<file path="src/rtl/compl_mul_pkg.sv">
// Shared types and width helpers for the pipelined complex multiplier.
package compl_mul_pkg;

    typedef enum logic {
        RND_HALF_UP = 1'b0,
        RND_CONV    = 1'b1
    } rnd_mode_e;

    function automatic int prod_w(input int data_w, input int coef_w);
        return data_w + coef_w;
    endfunction

    // One guard bit so a sum of two full-scale products cannot wrap.
    function automatic int sum_w(input int data_w, input int coef_w);
        return data_w + coef_w + 1;
    endfunction

endpackage

</file>
<file path="src/rtl/compl_mul_pipe_if.sv">
// Stream bundle between the sample source, the multiplier and the downstream chain.
// Handshake: a beat transfers on a rising clock edge where valid & ready are both 1;
// a producer holds valid and data stable until that edge, ready may depend on valid.
interface compl_mul_pipe_if #(
    parameter int DATA_W = 18,
    parameter int COEF_W = 18,
    parameter int OUT_W  = 19,
    parameter int CNT_W  = 16
);
    logic                     s_valid_i;
    logic                     s_ready_o;
    logic signed [DATA_W-1:0] data_a_i_i;
    logic signed [DATA_W-1:0] data_a_q_i;
    logic signed [COEF_W-1:0] data_b_i_i;
    logic signed [COEF_W-1:0] data_b_q_i;
    logic                     conj_i;
    logic                     rnd_mode_i;
    logic                     m_valid_o;
    logic                     m_ready_i;
    logic signed [OUT_W-1:0]  data_i_o;
    logic signed [OUT_W-1:0]  data_q_o;
    logic                     sat_o;
    logic [CNT_W-1:0]         sat_cnt_o;
    logic                     clr_cnt_i;

    modport slave (
        input  s_valid_i, data_a_i_i, data_a_q_i, data_b_i_i, data_b_q_i,
        input  conj_i, rnd_mode_i, m_ready_i, clr_cnt_i,
        output s_ready_o, m_valid_o, data_i_o, data_q_o, sat_o, sat_cnt_o
    );

    modport master (
        output s_valid_i, data_a_i_i, data_a_q_i, data_b_i_i, data_b_q_i,
        output conj_i, rnd_mode_i, m_ready_i, clr_cnt_i,
        input  s_ready_o, m_valid_o, data_i_o, data_q_o, sat_o, sat_cnt_o
    );
endinterface

</file>
<file path="src/rtl/cm_round_sat.sv">
// Combinational shift-right-by-FRAC with half-up or convergent rounding,
// followed by signed saturation to OUT_W bits.
module cm_round_sat #(
    parameter int IN_W  = 37,
    parameter int FRAC  = 16,
    parameter int OUT_W = 19
) (
    input  logic signed [IN_W-1:0]  x_i,
    input  logic                    conv_i,
    output logic signed [OUT_W-1:0] y_o,
    output logic                    sat_o
);
    localparam int RW = IN_W + 1 - FRAC;
    localparam logic [FRAC-1:0] TIE_PAT = FRAC'(1) << (FRAC - 1);

    logic [RW-1:0] half_up;
    logic [RW-1:0] rnd;
    logic          tie;

    // Adding 2^(FRAC-1) before the shift only carries into the kept part via bit FRAC-1.
    always_comb begin
        half_up = {x_i[IN_W-1], x_i[IN_W-1:FRAC]} + RW'(x_i[FRAC-1]);
        tie     = (x_i[FRAC-1:0] == TIE_PAT);
        rnd     = (conv_i && tie) ? {half_up[RW-1:1], 1'b0} : half_up;
    end

    if (RW > OUT_W) begin : g_sat
        logic [RW-OUT_W:0] top;
        always_comb begin
            top   = rnd[RW-1:OUT_W-1];
            sat_o = ~((&top) | ~(|top));
            y_o   = rnd[OUT_W-1:0];
            if (sat_o) begin
                y_o = rnd[RW-1] ? {1'b1, {(OUT_W-1){1'b0}}} : {1'b0, {(OUT_W-1){1'b1}}};
            end
        end
    end else begin : g_ext
        assign sat_o = 1'b0;
        assign y_o   = OUT_W'($signed(rnd));
    end

endmodule

</file>
<file path="src/rtl/compl_mul_pipe.sv">
// Three-stage complex multiplier a * b (or a * conj(b)) with fixed-point b,
// rounding, saturation and a sticky saturation counter; one global stall enable.
module compl_mul_pipe
    import compl_mul_pkg::*;
#(
    parameter int DATA_W    = 18,
    parameter int COEF_W    = 18,
    parameter int COEF_FRAC = 16,
    parameter int OUT_W     = 19,
    parameter int CNT_W     = 16
) (
    input logic             clk_i,
    input logic             arst_n_i,
    compl_mul_pipe_if.slave bus
);
    localparam int PW = prod_w(DATA_W, COEF_W);
    localparam int SW = sum_w(DATA_W, COEF_W);

    logic                     en;
    logic                     v1_q, v2_q, v3_q;
    logic signed [DATA_W-1:0] a_i_q, a_q_q;
    logic signed [COEF_W-1:0] b_i_q, b_q_q;
    logic                     conj1_q, conj2_q;
    rnd_mode_e                mode1_q, mode2_q;
    logic signed [PW-1:0]     p_ii_q, p_qq_q, p_iq_q, p_qi_q;
    logic signed [SW-1:0]     sum_i, sum_q;
    logic signed [OUT_W-1:0]  rs_i, rs_q;
    logic                     sat_ch_i, sat_ch_q;
    logic signed [OUT_W-1:0]  out_i_q, out_q_q;
    logic                     sat_q;
    logic [CNT_W-1:0]         sat_cnt_q, sat_cnt_d;

    // A full output register with no taker freezes every stage; bubbles are kept.
    assign en            = ~v3_q | bus.m_ready_i;
    assign bus.s_ready_o = en;

    always_ff @(posedge clk_i or negedge arst_n_i) begin
        if (!arst_n_i) begin
            v1_q    <= 1'b0;
            a_i_q   <= '0;
            a_q_q   <= '0;
            b_i_q   <= '0;
            b_q_q   <= '0;
            conj1_q <= 1'b0;
            mode1_q <= RND_HALF_UP;
        end else if (en) begin
            v1_q    <= bus.s_valid_i;
            a_i_q   <= bus.data_a_i_i;
            a_q_q   <= bus.data_a_q_i;
            b_i_q   <= bus.data_b_i_i;
            b_q_q   <= bus.data_b_q_i;
            conj1_q <= bus.conj_i;
            mode1_q <= rnd_mode_e'(bus.rnd_mode_i);
        end
    end

    always_ff @(posedge clk_i or negedge arst_n_i) begin
        if (!arst_n_i) begin
            v2_q    <= 1'b0;
            p_ii_q  <= '0;
            p_qq_q  <= '0;
            p_iq_q  <= '0;
            p_qi_q  <= '0;
            conj2_q <= 1'b0;
            mode2_q <= RND_HALF_UP;
        end else if (en) begin
            v2_q    <= v1_q;
            p_ii_q  <= PW'(a_i_q) * PW'(b_i_q);
            p_qq_q  <= PW'(a_q_q) * PW'(b_q_q);
            p_iq_q  <= PW'(a_i_q) * PW'(b_q_q);
            p_qi_q  <= PW'(a_q_q) * PW'(b_i_q);
            conj2_q <= conj1_q;
            mode2_q <= mode1_q;
        end
    end

    always_comb begin
        sum_i = SW'(p_ii_q) - SW'(p_qq_q);
        sum_q = SW'(p_iq_q) + SW'(p_qi_q);
        if (conj2_q) begin
            sum_i = SW'(p_ii_q) + SW'(p_qq_q);
            sum_q = SW'(p_qi_q) - SW'(p_iq_q);
        end
    end

    cm_round_sat #(.IN_W(SW), .FRAC(COEF_FRAC), .OUT_W(OUT_W)) u_rs_i (
        .x_i   (sum_i),
        .conv_i(mode2_q == RND_CONV),
        .y_o   (rs_i),
        .sat_o (sat_ch_i)
    );

    cm_round_sat #(.IN_W(SW), .FRAC(COEF_FRAC), .OUT_W(OUT_W)) u_rs_q (
        .x_i   (sum_q),
        .conv_i(mode2_q == RND_CONV),
        .y_o   (rs_q),
        .sat_o (sat_ch_q)
    );

    always_ff @(posedge clk_i or negedge arst_n_i) begin
        if (!arst_n_i) begin
            v3_q    <= 1'b0;
            out_i_q <= '0;
            out_q_q <= '0;
            sat_q   <= 1'b0;
        end else if (en) begin
            v3_q    <= v2_q;
            out_i_q <= rs_i;
            out_q_q <= rs_q;
            sat_q   <= sat_ch_i | sat_ch_q;
        end
    end

    // Counts consumed saturated samples only; clear wins over a same-cycle increment.
    always_comb begin
        sat_cnt_d = sat_cnt_q;
        if (bus.clr_cnt_i) begin
            sat_cnt_d = '0;
        end else if (v3_q && bus.m_ready_i && sat_q && !(&sat_cnt_q)) begin
            sat_cnt_d = sat_cnt_q + CNT_W'(1);
        end
    end

    always_ff @(posedge clk_i or negedge arst_n_i) begin
        if (!arst_n_i) begin
            sat_cnt_q <= '0;
        end else begin
            sat_cnt_q <= sat_cnt_d;
        end
    end

    assign bus.m_valid_o = v3_q;
    assign bus.data_i_o  = out_i_q;
    assign bus.data_q_o  = out_q_q;
    assign bus.sat_o     = sat_q;
    assign bus.sat_cnt_o = sat_cnt_q;

endmodule

</file>
<file path="src/flat_wrapper.sv">
// flat-port wrapper written by rule: the top's interface ports become plain ports
module compl_mul_pipe_flat import compl_mul_pkg::*;
#(
    parameter int DATA_W    = 18,
    parameter int COEF_W    = 18,
    parameter int COEF_FRAC = 16,
    parameter int OUT_W     = 19,
    parameter int CNT_W     = 16
)
  (clk_i, arst_n_i, bus_s_valid_i, bus_data_a_i_i, bus_data_a_q_i, bus_data_b_i_i, bus_data_b_q_i, bus_conj_i, bus_rnd_mode_i, bus_m_ready_i, bus_clr_cnt_i, bus_s_ready_o, bus_m_valid_o, bus_data_i_o, bus_data_q_o, bus_sat_o, bus_sat_cnt_o);
  compl_mul_pipe_if #(.DATA_W(DATA_W), .COEF_W(COEF_W), .OUT_W(OUT_W), .CNT_W(CNT_W)) bus_i ();
  input logic clk_i;
  input logic arst_n_i;
  input wire logic [$bits(bus_i.s_valid_i)-1:0] bus_s_valid_i;
  input wire logic [$bits(bus_i.data_a_i_i)-1:0] bus_data_a_i_i;
  input wire logic [$bits(bus_i.data_a_q_i)-1:0] bus_data_a_q_i;
  input wire logic [$bits(bus_i.data_b_i_i)-1:0] bus_data_b_i_i;
  input wire logic [$bits(bus_i.data_b_q_i)-1:0] bus_data_b_q_i;
  input wire logic [$bits(bus_i.conj_i)-1:0] bus_conj_i;
  input wire logic [$bits(bus_i.rnd_mode_i)-1:0] bus_rnd_mode_i;
  input wire logic [$bits(bus_i.m_ready_i)-1:0] bus_m_ready_i;
  input wire logic [$bits(bus_i.clr_cnt_i)-1:0] bus_clr_cnt_i;
  output wire logic [$bits(bus_i.s_ready_o)-1:0] bus_s_ready_o;
  output wire logic [$bits(bus_i.m_valid_o)-1:0] bus_m_valid_o;
  output wire logic [$bits(bus_i.data_i_o)-1:0] bus_data_i_o;
  output wire logic [$bits(bus_i.data_q_o)-1:0] bus_data_q_o;
  output wire logic [$bits(bus_i.sat_o)-1:0] bus_sat_o;
  output wire logic [$bits(bus_i.sat_cnt_o)-1:0] bus_sat_cnt_o;
  assign bus_i.s_valid_i = bus_s_valid_i;
  assign bus_i.data_a_i_i = bus_data_a_i_i;
  assign bus_i.data_a_q_i = bus_data_a_q_i;
  assign bus_i.data_b_i_i = bus_data_b_i_i;
  assign bus_i.data_b_q_i = bus_data_b_q_i;
  assign bus_i.conj_i = bus_conj_i;
  assign bus_i.rnd_mode_i = bus_rnd_mode_i;
  assign bus_i.m_ready_i = bus_m_ready_i;
  assign bus_i.clr_cnt_i = bus_clr_cnt_i;
  assign bus_s_ready_o = bus_i.s_ready_o;
  assign bus_m_valid_o = bus_i.m_valid_o;
  assign bus_data_i_o = bus_i.data_i_o;
  assign bus_data_q_o = bus_i.data_q_o;
  assign bus_sat_o = bus_i.sat_o;
  assign bus_sat_cnt_o = bus_i.sat_cnt_o;
  compl_mul_pipe #(.DATA_W(DATA_W), .COEF_W(COEF_W), .COEF_FRAC(COEF_FRAC), .OUT_W(OUT_W), .CNT_W(CNT_W)) u_core (.clk_i(clk_i), .arst_n_i(arst_n_i), .bus(bus_i));
endmodule
</file>
<file path="config.mk">
export PLATFORM = sky130hd
export DESIGN_NAME = compl_mul_pipe_flat
export DESIGN_NICKNAME = d
export VERILOG_FILES = /design/src/rtl/compl_mul_pkg.sv /design/src/rtl/compl_mul_pipe_if.sv /design/src/rtl/cm_round_sat.sv /design/src/rtl/compl_mul_pipe.sv /design/src/flat_wrapper.sv
export SDC_FILE = /design/constraint.sdc
export NUM_CORES = 2
export LEC_CHECK = 0
export ABC_AREA = 1
export BUFFER_PORTS_ARGS = -buffer_cell sky130_fd_sc_hd__buf_2
export CAP_MARGIN = 20
export CORE_MARGIN = 4
export CORE_UTILIZATION = 65
export DETAILED_ROUTE_END_ITERATION = 8
export GPL_TIMING_DRIVEN = 0
export PLACE_DENSITY = 0.82
export SYNTH_ARGS = -nofsm -noshare
export SYNTH_HDL_FRONTEND = slang
export SYNTH_SLANG_ARGS = --single-unit
</file>
<file path="constraint.sdc">
create_clock -name clk_i -period 19.6 [get_ports clk_i]
set_input_delay 1.96 -clock clk_i [delete_from_list [all_inputs] [get_ports clk_i]]
set_output_delay 1.96 -clock clk_i [all_outputs]
set_load 0.05 [all_outputs]
</file>
---- After elaboration in Yosys (flattened, before gate mapping) ----
Index checks and enable logic that the tools add are counted.
W data, S select, Z words.
word-level totals
  register bits ........................... 278
  input bits .............................. 79
  output and inout bits ................... 57
  word-level logic and storage cells ...... 63
operators by class
  add/subtract/negate cells ............... 7
  multipliers ............................. 4
  eq/ne operators ......................... 2
  muxes and demuxes ....................... 10
  bitwise gates (word level) .............. 9
  reduce and logical (&&, ||, !) cells .... 12
operators by type and width
  kind                     number
  $mul A18 B18 Y36         4
  $mux W19                 4
  $add A36 B36 Y37         2
  $mux W37                 2
  $sub A36 B36 Y37         2
  $add A21 B2 Y22          2
  $eq A16 B16 Y1 const B   2
  $mux W16                 2
  $add A16 B1 Y16 const B  1
  $reduce_and A16 Y1       1
  $reduce_and A4 Y1        2
  $reduce_or A4 Y1         2
  $logic_and A1 B1 Y1      5
  $not A1 Y1               5
  $or A1 B1 Y1             4
  $mux W1                  2
  $reduce_bool A2 Y1       1
  $logic_not A1 Y1         1

---- Logic depth before layout (Yosys ltp) ----
  depth in word-level cells ............... 8
  gate-level depth with buffers ........... 39
  depth with buffers taken out ............ 38

---- Modules after synthesis ----
From an unflattened synthesis, not the netlist that was laid out.
second synthesis, totals
  cell total of the unflattened synthesis .. 9768
  area, all modules ....................... 71312.1 um^2
by module, submodules not included
  module          instances  cells an instance  area each (um^2)  sequential area each (um^2)
  compl_mul_pipe  1          9462               69497.9           6956.7
  cm_round_sat    2          153                907.1             0.0

---- Least setup slack after synthesis ----
No wires, ideal clock.
  path type ............................... register to register
  start point ............................. register u_core.a_q_q[17]
  end point ............................... register u_core.p_qq_q[31]
  setup time .............................. 0.130 ns
  arrival ................................. 6.068 ns
  required time ........................... 19.470 ns
  slack ................................... 13.402 ns
  stages on the path, launching flop included .. 31
  path buffers ............................ 2
  period minus slack after synthesis ...... 6.198 ns
  cells stage by stage .................... dfrtp_1 clkbuf_1 buf_1 nand2_1 inv_1 fa_1 inv_1 fa_1 inv_1 ha_1 inv_1 fa_1 inv_1 fa_1 inv_1 fa_1 inv_1 ha_1 a21oi_1 inv_1 a21oi_1 nor2_1 nor2_1 nor2_1 a211oi_1 inv_1 a31oi_1 o21ai_0 or2_2 nand3_1 o21ai_0
between the ends
  word-level cells in the longest chain between the ends .. 1
ends and longest elaborated chain
  element                   line                  RTL
  start: declaration        compl_mul_pipe.sv:21  logic signed [DATA_W-1:0] a_i_q, a_q_q;
  start signal: assignment  compl_mul_pipe.sv:49  a_q_q <= bus.data_a_q_i;
  $mul A18 B18 Y36          compl_mul_pipe.sv:69  p_qq_q <= PW'(a_q_q) * PW'(b_q_q);
  end signal: assignment    compl_mul_pipe.sv:69
  end: declaration          compl_mul_pipe.sv:25  logic signed [PW-1:0] p_ii_q, p_qq_q, p_iq_q, p_qi_q;
Every way passes these cells.
A chain may end at the register's enable or synchronous reset.

---- Worst setup path in the final report ----
  start point ............................. register u_core.b_q_q[2]
  end point ............................... register u_core.p_qq_q[31]
between the ends
  word-level cells in the longest chain between the ends .. 1
ends and longest elaborated chain
  element                   line                  RTL
  start: declaration        compl_mul_pipe.sv:22  logic signed [COEF_W-1:0] b_i_q, b_q_q;
  start signal: assignment  compl_mul_pipe.sv:51  b_q_q <= bus.data_b_q_i;
  $mul A18 B18 Y36          compl_mul_pipe.sv:69
Every way passes these cells.

==> run metrics <==
number of antenna-violating nets in the routed design 0; adder-cell share of the synthesized area 46.3%; result of the run complete, no violations; kind of launch point of the worst setup path register; Max stage delay on crit path 940 ps; mean area per synthesized cell 7.51 µm²; DRC violation total after the first TritonRoute iteration 7113; Synth Area in Simple Gates 19.8%; most frequent standard cell in the layout excluding fill and tap cells sky130_fd_sc_hd__nand2_1; average detailed-routed wire length per instance 24.2 µm; clk sinks 278; path class of the lowest-slack min-delay path reg2reg; Inserted Clock Buffers 37; crit-path most repeated cell sky130_fd_sc_hd__inv_1; critical path class reg2reg; beginning of the worst hold path u_core.bus.data_i_o[1]; number of enable flip-flop cells after synthesis 0; post-synthesis cell count 9225; Post-Synth XOR/XNOR Area 3.30%; #FFs+latches synth 278; fraction of layout instances using a drive strength above 1 4.15%; overall track demand over capacity in global routing 47.9%; data arrival time at the worst-slack endpoint 9570 ps; post-synth design cell area 69200 µm²; slew at the pin with the worst max-slew slack 1380 ps; most frequent cells in the layout 2669 x sky130_fd_sc_hd__nand2_1, 2613 x sky130_fd_sc_hd__inv_1, 1318 x sky130_fd_sc_hd__fa_1; area of combinational cells with multiple inputs 51000 µm²; chip width 334 µm; last element of the critical path u_core.p_qq_q[31]; HPWL Detailed 216000 µm; internal reg-to-reg setup slack 10540 ps; main combinational cell family by area after synthesis adder cells; Remaining Overflow, GRT 0; area growth from synthesis to final layout 6.29%; Clock Tree Root sky130_fd_sc_hd__clkbuf_16; library cells used by synthesis 56; crit path launch u_core.b_q_q[2]; Post-Synthesis Net Count 11075; via count of the first global-routing pass 62910; first-pass GRT wire length 391000 µm; final net count 11291; worst-skew pair later-pin latency 650 ps; FF-to-FF Start u_core.b_q_q[2]; total of buffers placed on input and output ports 135; number of buffers between clock root and the deepest sink 3; f_max 0.110 GHz; Data required, critical path 20110 ps; count of warnings emitted by yosys 0; endpoints failing hold 0; Crit-path slowest cell sky130_fd_sc_hd__clkbuf_1; via count normalized by instance count 5.70; sequential fraction of the synthesis area 10.0%; Levels on crit path 27; die extent in y 334 µm; reported max-cap violation count 0; 1st-pass router iterations 8; number of rows in the core area 119; Critical path buffers and inverters 7; Slew Limit Fails 0; Clock Skews 49.2 ps; number of cells on the worst reg-to-reg path 27; most common flop cell mapped by yosys sky130_fd_sc_hd__dfrtp_1; TritonCTS clock tree yes; number of antenna violations at the first check in global routing 36; Compound-Gate Fraction of Synth Area 4.34%; number of setup buffers added after CTS 0; cts repair resizes 0; pin count of the biggest net entering global routing 103; starting utilization of the core area 65.6%; cell type contributing the most total cell area after synthesis sky130_fd_sc_hd__fa_1; Reg clk slew, reported paths 70 ps; top post-synthesis cells by area sky130_fd_sc_hd__fa_1 38%, sky130_fd_sc_hd__nand2_1 14%, sky130_fd_sc_hd__inv_1 14%, sky130_fd_sc_hd__dfrtp_1 10%, sky130_fd_sc_hd__ha_1 8.2%; largest fanout of any net on the critical path 10; Routed Wire Length 263000 µm; end of the worst register-to-register path u_core.p_qq_q[31]; Top Family by Delay on Critical Path adder cells; portion of the clock cycle consumed by the worst path in the final layout 46.2%; full die area 112000 µm²; quantity of hold-fixing buffers added after cts 0; filler cell count in the final layout 8926; fraction of registers with async set or reset after synthesis 100%; core region area 106000 µm²; DRC 0; mux share of post-synthesis cell area 0%; top-area cell type share of the netlist area 38.1%; endpoint kind of the worst setup timing path register; final core area utilization 69.7%; routability cong. 1.09; total via count in the routed design 62105; number of setup violations in the final report 0; unrepaired setup endpoints after global routing false; Total Neg Setup Slack 0 ps; H-tree levels 2; Max-Slew Margin vs Limit 7.79%; count of boundary I/O pins 136; footprint of the flip-flops and latches 6960 µm²; post-layout min period 9060 ps
[Yosys cell counts (9+ instances only)]
cell / instances
sky130_fd_sc_hd__fa_1: 1318
sky130_fd_sc_hd__nand2_2: 47
sky130_fd_sc_hd__nand3_1: 158
sky130_fd_sc_hd__o21bai_1: 11
sky130_fd_sc_hd__a21boi_0: 12
sky130_fd_sc_hd__dfrtp_1: 278
sky130_fd_sc_hd__nor4_1: 15
sky130_fd_sc_hd__xnor2_1: 112
sky130_fd_sc_hd__inv_2: 9
sky130_fd_sc_hd__nor2_4: 13
sky130_fd_sc_hd__inv_1: 2613
sky130_fd_sc_hd__nand4_1: 37
sky130_fd_sc_hd__nor2_1: 322
sky130_fd_sc_hd__nand3b_1: 9
sky130_fd_sc_hd__nand3_2: 10
sky130_fd_sc_hd__clkbuf_1: 217
sky130_fd_sc_hd__nor3_1: 41
sky130_fd_sc_hd__nor2_2: 37
sky130_fd_sc_hd__o31ai_1: 15
sky130_fd_sc_hd__or2_2: 9
sky130_fd_sc_hd__a31oi_1: 39
sky130_fd_sc_hd__o21ai_0: 216
sky130_fd_sc_hd__nand2_1: 2669
sky130_fd_sc_hd__xor2_1: 149
sky130_fd_sc_hd__buf_1: 130
sky130_fd_sc_hd__a21o_1: 13
sky130_fd_sc_hd__ha_1: 453
sky130_fd_sc_hd__a21oi_1: 201
[metal layers]
layer,part of all wire (%),up-vias,track usage [%]
met4,10,16,38.3
met3,15,1327,18.8
li1,-,26772,-
met2,41,4412,68.9
met1,34,29578,57.4
met5,0.040,-,0
[registers in the layout, summed over array words and instances (netlist names)]
register and cells:
u_core.b_i_q 18, u_core.bus.m_valid_o 1, u_core.p_iq_q 36, u_core.a_i_q 18, u_core.bus.sat_o 1, u_core.a_q_q 18, u_core.conj1_q 1, u_core.v2_q 1
u_core.mode1_q 1, u_core.bus.data_q_o 19, u_core.bus.sat_cnt_o 16, u_core.conj2_q 1, u_core.p_qq_q 36, u_core.p_qi_q 36, u_core.bus.data_i_o 19, u_core.p_ii_q 36
u_core.b_q_q 18, u_core.v1_q 1, u_core.mode2_q 1
[worst min path at each step]
stage | endpoint | cells after the start
6_report | u_core.bus.data_i_o[1] | 2
5_1_grt | u_core.bus.data_i_o[5] | 2
4_1_cts | u_core.bus.m_valid_o | 1
3_5_place_dp | u_core.bus.m_valid_o | 1
3_3_place_gp | u_core.bus.m_valid_o | 1
2_1_floorplan | u_core.bus.m_valid_o | 1
[cell families after synthesis]
kind of cell | Yosys count
xor gates and xnor gates | 261
DFF | 278
and+or+nand+nor | 3391
AOI/OAI and AO/OA | 542
adders and majority gates | 1771
buffers and inverters | 2982
[worst min-delay path, delay by kind of cell (launching register included)]
| family | cells | cell delay, ps |
|---|---|---|
| flip-flops | 1 | 340 |
| AND/OR/NAND/NOR | 2 | 100 |
[stage by stage]
stage	std cells	hold slack (ps)	area (µm²)	setup slack, ps
after floorplan	9225	440	69200	13400
after global placement	10751	448	71700	10970
after detailed placement	10779	453	72200	10950
after CTS	10846	468	73300	10900
after global routing	10861	488	73500	10310
final	10889	470	73600	10540
[layout make-up]
type	instances	share of cell area, %
Clock buffer	51	1.41
Timing Repair Buffer	177	1.83
Inverter	2624	13.4
Antenna cell	29	0.0986
Multi-Input combinational cell	5965	69.3
Tap cell	1391	2.36
Sequential cell	278	9.45
Buffer	358	1.94
Clock inverter	16	0.195
Power is not shown: default switching activity piles up to over one toggle a cycle in this logic, so the estimate is an artifact.
